$ cat config.mk
export PLATFORM = sky130hd
export DESIGN_NAME = hex_display_scan_flat
export DESIGN_NICKNAME = d
export VERILOG_FILES = /design/src/rtl/hex_display_scan_pkg.sv /design/src/rtl/hex_display_scan_if.sv /design/src/rtl/hex_display_scan_decode.sv /design/src/rtl/hex_display_scan.sv /design/src/flat_wrapper.sv
export SDC_FILE = /design/constraint.sdc
export NUM_CORES = 1
export LEC_CHECK = 0
export BUFFER_PORTS_ARGS = -buffer_cell sky130_fd_sc_hd__buf_4
export CORE_MARGIN = 2
export CORE_UTILIZATION = 23
export CTS_CLUSTER_SIZE = 8
export DETAILED_ROUTE_END_ITERATION = 8
export GPL_ROUTABILITY_DRIVEN = 1
export SLEW_MARGIN = 10
export SYNTH_ARGS = -nofsm -noshare
export SYNTH_HDL_FRONTEND = slang
export SYNTH_SLANG_ARGS = --single-unit
$ cat constraint.sdc
create_clock -name clk -period 4.9 [get_ports clk]
set_clock_uncertainty 0.15 [all_clocks]
set_input_delay 0.245 -clock clk [delete_from_list [all_inputs] [get_ports clk]]
set_output_delay 0.245 -clock clk [all_outputs]
set_load 0.05 [all_outputs]
$ cat src/rtl/hex_display_scan_pkg.sv
// Shared types and the hex-to-segment table for the hex display scanner.
// Latency: none (types and a pure function only).
// Backpressure: not applicable.
package hex_disp_pkg;

  typedef logic [6:0] seg_t;

  // Active-low {g,f,e,d,c,b,a}; all ones turns every segment off.
  localparam seg_t SEG_BLANK = 7'h7F;

  // Standard 0-9 shapes, then A b C d E F so that b/d stay distinct from 8/0.
  function automatic seg_t hex_to_seg(input logic [3:0] hex);
    seg_t seg;
    case (hex)
      4'h0: seg = 7'b1000000;
      4'h1: seg = 7'b1111001;
      4'h2: seg = 7'b0100100;
      4'h3: seg = 7'b0110000;
      4'h4: seg = 7'b0011001;
      4'h5: seg = 7'b0010010;
      4'h6: seg = 7'b0000010;
      4'h7: seg = 7'b1111000;
      4'h8: seg = 7'b0000000;
      4'h9: seg = 7'b0010000;
      4'hA: seg = 7'b0001000;
      4'hB: seg = 7'b0000011;
      4'hC: seg = 7'b1000110;
      4'hD: seg = 7'b0100001;
      4'hE: seg = 7'b0000110;
      default: seg = 7'b0001110;
    endcase
    return seg;
  endfunction

endpackage

$ cat src/rtl/hex_display_scan_if.sv
// Bundle of value/control inputs and segment/anode outputs of the display scanner.
// Latency: none (wires only).
// Backpressure: none; load is a fire-and-forget strobe.
interface hex_display_scan_if #(
  parameter int DIGITS = 4
);
  import hex_disp_pkg::*;

  logic                  load;
  logic [4*DIGITS-1:0]   value;
  logic                  blank_lz;
  logic                  blink_en;
  seg_t                  seg;
  logic [DIGITS-1:0]     an;
  logic                  frame_start;

  // Datapath side: supplies the value and display modes, observes the pins.
  modport master (
    output load, value, blank_lz, blink_en,
    input  seg, an, frame_start
  );

  // Scanner side.
  modport slave (
    input  load, value, blank_lz, blink_en,
    output seg, an, frame_start
  );

endinterface

$ cat src/rtl/hex_display_scan_decode.sv
// Combinational hex nibble to active-low 7-segment pattern.
// Latency: 0 cycles.
// Backpressure: none.
module hex7seg_decode
  import hex_disp_pkg::*;
(
  input  logic [3:0] nib,
  output seg_t       seg
);

  assign seg = hex_to_seg(nib);

endmodule

$ cat src/rtl/hex_display_scan.sv
// Time-multiplexed hex display driver with frame-aligned updates, zero blanking and blink.
// Latency: outputs registered 1 cycle after scan state; load visible within DIGITS*SCAN_DIV+1 cycles.
// Backpressure: none; the last load before a frame wrap wins.
module hex_display_scan
  import hex_disp_pkg::*;
#(
  parameter int DIGITS       = 4,
  parameter int SCAN_DIV     = 50000,
  parameter int BLINK_FRAMES = 64
) (
  input  logic            clk,
  input  logic            rst,
  hex_display_scan_if.slave bus
);

  localparam int PCNT_W = $clog2(SCAN_DIV);
  localparam int IDX_W  = (DIGITS > 1) ? $clog2(DIGITS) : 1;
  localparam int BCNT_W = $clog2(BLINK_FRAMES + 1);

  logic [PCNT_W-1:0]   pcnt_q, pcnt_d;
  logic [IDX_W-1:0]    idx_q, idx_d;
  logic [4*DIGITS-1:0] pending_q, pending_d;
  logic [4*DIGITS-1:0] active_q, active_d;
  logic                phase_q, phase_d;
  logic [BCNT_W-1:0]   bcnt_q, bcnt_d;
  seg_t                seg_q, seg_d;
  logic [DIGITS-1:0]   an_q, an_d;
  logic                frame_start_q, frame_start_d;

  logic                tick, wrap;
  logic [3:0]          cur_nib;
  seg_t                cur_seg;
  logic                upper_zero, digit_blank, dark;

  // Scan, update and blink state: everything advances from the prescaler tick.
  always_comb begin
    tick      = (pcnt_q == PCNT_W'(SCAN_DIV - 1));
    wrap      = tick && (idx_q == IDX_W'(DIGITS - 1));
    pcnt_d    = tick ? '0 : pcnt_q + PCNT_W'(1);
    idx_d     = idx_q;
    pending_d = bus.load ? bus.value : pending_q;
    // Active only changes at the wrap so a frame never mixes old and new nibbles.
    active_d  = wrap ? pending_q : active_q;
    phase_d   = phase_q;
    bcnt_d    = bcnt_q;
    if (tick) begin
      idx_d = wrap ? '0 : idx_q + IDX_W'(1);
    end
    if (wrap) begin
      if (bcnt_q == BCNT_W'(BLINK_FRAMES - 1)) begin
        bcnt_d  = '0;
        phase_d = ~phase_q;
      end else begin
        bcnt_d = bcnt_q + BCNT_W'(1);
      end
    end
  end

  // Single shared decoder on the currently selected nibble.
  hex7seg_decode u_decode (
    .nib (cur_nib),
    .seg (cur_seg)
  );

  // Output pattern for the digit selected this cycle, registered next edge.
  always_comb begin
    cur_nib    = '0;
    upper_zero = 1'b1;
    for (int i = 0; i < DIGITS; i++) begin
      if (idx_q == IDX_W'(i)) begin
        cur_nib = active_q[4*i +: 4];
      end
      if ((IDX_W'(i) >= idx_q) && (active_q[4*i +: 4] != 4'h0)) begin
        upper_zero = 1'b0;
      end
    end
    // Digit 0 is never blanked so a zero value still shows one "0".
    digit_blank   = bus.blank_lz && (idx_q != '0) && upper_zero;
    dark          = bus.blink_en && !phase_q;
    seg_d         = cur_seg;
    an_d          = ~(DIGITS'(1) << idx_q);
    if (dark || digit_blank) begin
      seg_d = SEG_BLANK;
      an_d  = '1;
    end
    frame_start_d = (idx_q == '0) && (pcnt_q == '0);
  end

  // State and output registers with synchronous reset.
  always_ff @(posedge clk) begin
    if (rst) begin
      pcnt_q        <= '0;
      idx_q         <= '0;
      pending_q     <= '0;
      active_q      <= '0;
      phase_q       <= 1'b1;
      bcnt_q        <= '0;
      seg_q         <= SEG_BLANK;
      an_q          <= '1;
      frame_start_q <= 1'b0;
    end else begin
      pcnt_q        <= pcnt_d;
      idx_q         <= idx_d;
      pending_q     <= pending_d;
      active_q      <= active_d;
      phase_q       <= phase_d;
      bcnt_q        <= bcnt_d;
      seg_q         <= seg_d;
      an_q          <= an_d;
      frame_start_q <= frame_start_d;
    end
  end

  assign bus.seg         = seg_q;
  assign bus.an          = an_q;
  assign bus.frame_start = frame_start_q;

endmodule

$ cat src/flat_wrapper.sv
// flat-port wrapper written by rule: the top's interface ports become plain ports
module hex_display_scan_flat import hex_disp_pkg::*;
#(
  parameter int DIGITS       = 4,
  parameter int SCAN_DIV     = 50000,
  parameter int BLINK_FRAMES = 64
)
  (clk, rst, bus_load, bus_value, bus_blank_lz, bus_blink_en, bus_seg, bus_an, bus_frame_start);
  hex_display_scan_if #(.DIGITS(DIGITS)) bus_i ();
  input  logic clk;
  input  logic rst;
  input wire logic [$bits(bus_i.load)-1:0] bus_load;
  input wire logic [$bits(bus_i.value)-1:0] bus_value;
  input wire logic [$bits(bus_i.blank_lz)-1:0] bus_blank_lz;
  input wire logic [$bits(bus_i.blink_en)-1:0] bus_blink_en;
  output wire logic [$bits(bus_i.seg)-1:0] bus_seg;
  output wire logic [$bits(bus_i.an)-1:0] bus_an;
  output wire logic [$bits(bus_i.frame_start)-1:0] bus_frame_start;
  assign bus_i.load = bus_load;
  assign bus_i.value = bus_value;
  assign bus_i.blank_lz = bus_blank_lz;
  assign bus_i.blink_en = bus_blink_en;
  assign bus_seg = bus_i.seg;
  assign bus_an = bus_i.an;
  assign bus_frame_start = bus_i.frame_start;
  hex_display_scan #(.DIGITS(DIGITS), .SCAN_DIV(SCAN_DIV), .BLINK_FRAMES(BLINK_FRAMES)) u_core (.clk(clk), .rst(rst), .bus(bus_i));
endmodule
After elaboration in Yosys (flattened, before gate mapping). Memories as Yosys holds them, arrays and structs flattened. A register that Yosys moved wholly into a read port is not among the register bits. Cells that the tools add are included.

$add $sub $neg: 3. $lt $le $gt $ge: 4. Equal/unequal tests: 5. Shifts and indexed selects: 1. Multiplexer cells: 10. Bitwise logic cells: 2. Reduce and logical (&&, ||, !) cells: 21.

Operators by type and width (number): $add A16 B1 Y16 const B (1); $eq A16 B16 Y1 const B (1); $logic_not A16 Y1 (1); $mux W4 (4); $reduce_bool A4 Y1 (4); $logic_and A1 B1 Y1 (9); $add A7 B1 Y7 const B (1); $eq A7 B6 Y1 const B (1); $mux W7 (1); $eq A2 B2 Y1 const B (2); $ge A1 B2 Y1 const A (2); $ge A2 B2 Y1 const A (2); $mux W1 (4); $not A4 Y4 (1); $reduce_or A2 Y1 (2); $shl A1 B2 Y4 const A (1); $add A2 B1 Y2 const B (1); $eq A2 B1 Y1 const B (1); $logic_not A2 Y1 (1); $mux W2 (1); $reduce_and A2 Y1 (1); $reduce_bool A2 Y1 (1); $logic_not A1 Y1 (1); $logic_or A1 B1 Y1 (1); $not A1 Y1 (1).

Bits in registers: 63. ROM bits: 112. Output and inout port bits: 12. Logic and storage cells: 55. Memories kept: 1.

Memory list: (name not given) (depth 16, width 7, rd ports 1, clocked after memory_dff 1, wr ports 0, RTL line hex_display_scan_pkg.sv:14) `case (hex)`.

Logic depth before layout (Yosys ltp).
Depth after elaboration: 9. Mapped depth: 10. Depth with buffers taken out: 9.

Cells and area by module. Synthesis repeated with hierarchy kept, for this count alone.

Cells, all modules: 365. Area, all modules: 3168.0 um2.

Modules (own cells, without submodules): hex_display_scan (instances 1, cells each 333, area each 2892.8 um2, seq. area each 1401.3 um2); hex7seg_decode (instances 1, cells each 32, area each 275.3 um2, seq. area each 0.0 um2).

Worst setup path after synthesis. Ideal clock, no wire load.

Kind: register to register. Start: reg u_core.idx_q[1]. End: reg u_core.seg_q[2], in the netlist u_core.bus.seg[2]. Library setup time: 79 ps. Arrival: 2421 ps. Required time: 4671 ps. Slack: 2250 ps. Stages on the path, launching flop included: 10. Path buffers: 1. Period minus slack after synthesis: 2650 ps. Cell sequence: dfxtp_1 inv_1 ha_1 clkbuf_1 nand3b_1 a221oi_1 inv_1 ha_1 or3b_2 o211ai_1.

Cells in the longest elaborated chain, start to end: 9. Elaborated cells between the ends (all ways): 25. Classes of those cells: order compare: 4; eq/ne: 3; mux: 8; reduce/logical: 10.

RTL lines: start, declared (RTL line hex_display_scan.sv:21) `logic [IDX_W-1:0] idx_q, idx_d;`; start signal, assigned (RTL line hex_display_scan.sv:103) `idx_q <= idx_d;`; $ge A1 B2 Y1 (RTL line hex_display_scan.sv:73) `if ((IDX_W'(i) >= idx_q) && (active_q[4*i +: 4] != 4'h0)) begin`; $logic_and A1 B1 Y1 (RTL line hex_display_scan.sv:73); $mux W1 (4 in a row) (RTL line hex_display_scan.sv:73); $logic_and A1 B1 Y1 (RTL line hex_display_scan.sv:78) `digit_blank = bus.blank_lz && (idx_q != '0) && upper_zero;`; $logic_or A1 B1 Y1 (RTL line hex_display_scan.sv:82) `if (dark || digit_blank) begin`; $reduce_or A2 Y1 (no line); end, declared (RTL line hex_display_scan.sv:26) `seg_t seg_q, seg_d;`.

Parallel ways exist; a longest one is shown, timed or not. A chain may end at the register's enable or synchronous reset.

Final worst setup path.
Start: reg u_core.idx_q[0]. End: reg u_core.seg_q[2], in the netlist u_core.bus.seg[2].

Same word-level chain as after synthesis.

==> metrics.csv <==
metric;value;unit
final_cell_area;3770;um2
cts_sinks;70;
critical_path.most_common_cell;ha_1;
powerDensity;327;nW/um2
final_cell_mix;dfxtp_1, nand2_1, nor2_1;
ys_seq_area_share;45.5;%
post-route-period-util;62.3;%
end_kind;flop;
critPathArrivalTime;3150;ps
drive_above_1_share;14.7;%
dieArea;14300;um2
antenna_cells;0;
grt_pass1_wl;11.2;mm
gp_congestion;0.792;
maxCapViolations;0;
cp.depth;7;
max_freq;327;MHz
avgSynthCellArea;8.88;um2
max_slew_margin;51.5;%
crit_buf_inv;1;
crit_slowest_cell;a221oi_1;
status;complete, no violations;
track_usage;9.71;%
final-max-slew-violation-count;0;
pin_count;33;
rrSetupSlack;1850;ps
drc;0;
cp_max_fo;16;
worst_r2r_startpoint;u_core.idx_q[0];
worstSkewPairLatency;320;ps
grt_pass1_vias;2377;
initial_utilization;23.5;%
timing.rr.end;u_core.bus.seg[2];
critPathKind;reg -> reg;
hold_viol;0;
clockRootBuffer;clkbuf_16;
core;13100;um2
finalCriticalPeriod;3050;ps
cts_tree;done;
tns;0;ps
post-dp-hpwl;4.74;mm
drt_iter0_markers;106;
grt_max_degree;43;
worst_pin_slew;728;ps
cp_top_family;adder cells;
die_y;120;um
routedWlPerCell;11.9;um
yosys_most_used_dff;dfxtp_1;
vias;2453;
cts_buffers;9;
clk_path_buf_depth;2;
rsz0062_at_grt;false;
setup_violations;0;
synth_area;3080;um2
gr-total-overflow;0;
nets;411;
leakagePower;1.47;nW
ir_drop;0.000155;V
syn_to_final_growth;22.5;%
die_x;120;um
ff2ff_path_depth;7;
async_flop_share;0;%
wl;6.61;mm
min_path_type;in -> reg;
ant_nets;0;
synth-seq-cells;70;
placed_cell_area;3480;um2
slowest_delay;670;ps
yosysUniqueCellTypes;44;
cp-start-kind;flop;
cp-startpoint;u_core.idx_q[0];
dr.pass1.iters;4;
synth.net_count;381;
rows;42;
postCtsResizedCells;0;
synth_edf_count;0;
portBuffers;32;
crit_required;4990;ps
drt-vias-per-instance;4.40;
cts_htree_levels;3;
ys_warn_count;0;
worstPathCellList;ha_1 -> a211oi_1 -> a221oi_1 -> inv_1 -> ha_1 -> or3b_2 -> o211ai_1;
netlist_instances;347;
crit_end;u_core.bus.seg[2];
final_common_cell;dfxtp_1;
clk_pin_slew;50;ps
antenna_found_initial;0;
[timing repair]
item                                   in CTS  in global routing
buffers inserted                            0                  0
endpoints found under the hold margin       2                  0
hold buffers                                2                  0
[area by class of cell]
type	instances	area (um2)
multi-input combinational	251	1580
sequential	70	1400
clock buffer	11	243
timing repair buffer	35	268
fill	1411	9360
inverter	10	37.5
tap	176	220
clock inverter	4	23.8
[flip-flops by register name, indices dropped and copies added (netlist names)]
register / count
u_core.bus.seg: 7
u_core.idx_q: 2
u_core.pcnt_q: 16
u_core.bus.frame_start: 1
u_core.bus.an: 4
u_core.phase_q: 1
u_core.pending_q: 16
u_core.active_q: 16
u_core.bcnt_q: 7
[metrics by stage]
| step | worst slack [ps] | hold slack (ps) | total power, mW | utilization, % | std cells |
|---|---|---|---|---|---|
| global placement | 2030 | 301 | 0.670 | 26.5 | 540 |
| CTS | 1830 | 0.0356 | 1.25 | 28.7 | 557 |
| global route | 1560 | 7.46 | 1.28 | 28.7 | 557 |
| finish | 1850 | 5.29 | 1.23 | 28.7 | 557 |
| detailed placement | 1840 | 302 | 0.671 | 26.5 | 540 |
| floorplan | 2250 | 242 | 0.644 | - | 347 |
[logic make-up (layout without fill, tap and decap cells)]
logic type	count (synthesis)	in the layout	share of synthesized area, %
adder cells (fa/ha/maj)	13	13	5.28
AND/OR/NAND/NOR	160	160	26.7
buffers and inverters	26	60	3.41
flip-flops	70	70	45.5
AO/OA/AOI/OAI	45	45	9.01
XOR/XNOR	16	16	4.55
multiplexers	17	17	5.56
[metal layers]
layer | vias up | part of all wire [%] | GRT usage [%] | wire length [um]
li1 | 1257 | - | - | -
met1 | 1147 | 51 | 12.9 | 3340
met2 | 41 | 45 | 15.0 | 2950
met3 | 8 | 3.2 | 2.38 | 214
met4 | 0 | 1.6 | 4.19 | 104
met5 | - | 0 | 0 | 0
[power breakdown]
group	switching (mW)	leakage [nW]	internal (mW)
clock network	0.224	0.135	0.351
logic	0.0385	0.767	0.0288
registers	0.00837	0.571	0.584
total	0.271	1.47	0.964
[synth_stat cells, drive strengths merged (2+ instances only)]
cell | count | area [um2]
a221oi | 2 | 17.5
ha | 13 | 163
nand2 | 50 | 188
dfxtp | 70 | 1400
nor4 | 5 | 61.3
o211ai | 3 | 22.5
nand4 | 7 | 43.8
a21oi | 24 | 120
and3 | 8 | 50.1
or3 | 2 | 12.5
and2 | 2 | 12.5
nor3b | 4 | 30.0
o21ai | 5 | 25.0
nor2b | 7 | 43.8
nor3 | 2 | 10.0
nand3 | 12 | 72.6
and4 | 3 | 26.3
nand3b | 4 | 30.0
o221ai | 2 | 17.5
xor2 | 12 | 105
nand2b | 2 | 12.5
clkbuf | 12 | 45.0
nor2 | 45 | 169
inv | 10 | 37.5
mux2i | 16 | 160
xnor2 | 4 | 35.0
or4 | 4 | 33.8
buf | 4 | 22.5
a211oi | 2 | 15.0
[worst reg2reg max path, cell delays in order (launching register included)]
cell and delay [ps]:
dfxtp_1 430, ha_1 540, a211oi_1 100, a221oi_1 670, inv_1 200, ha_1 320, or3b_2 460, o211ai_1 100
[worst min path at each step]
| stage | startpoint | end | slack, ps | cells after the start |
|---|---|---|---|---|
| 2_1_floorplan | bus_value[0] | u_core.pending_q[0] | 240 | 2 |
| 3_5_place_dp | u_core.pending_q[2] | u_core.active_q[2] | 300 | 2 |
| 6_report | bus_value[8] | u_core.pending_q[8] | 5 | 3 |
| 4_1_cts | bus_value[10] | u_core.pending_q[10] | 0.04 | 3 |
| 3_3_place_gp | u_core.bcnt_q[6] | u_core.bcnt_q[6] | 300 | 1 |
| 5_1_grt | bus_value[11] | u_core.pending_q[11] | 7 | 3 |
Power figures use the tool's default switching activity.
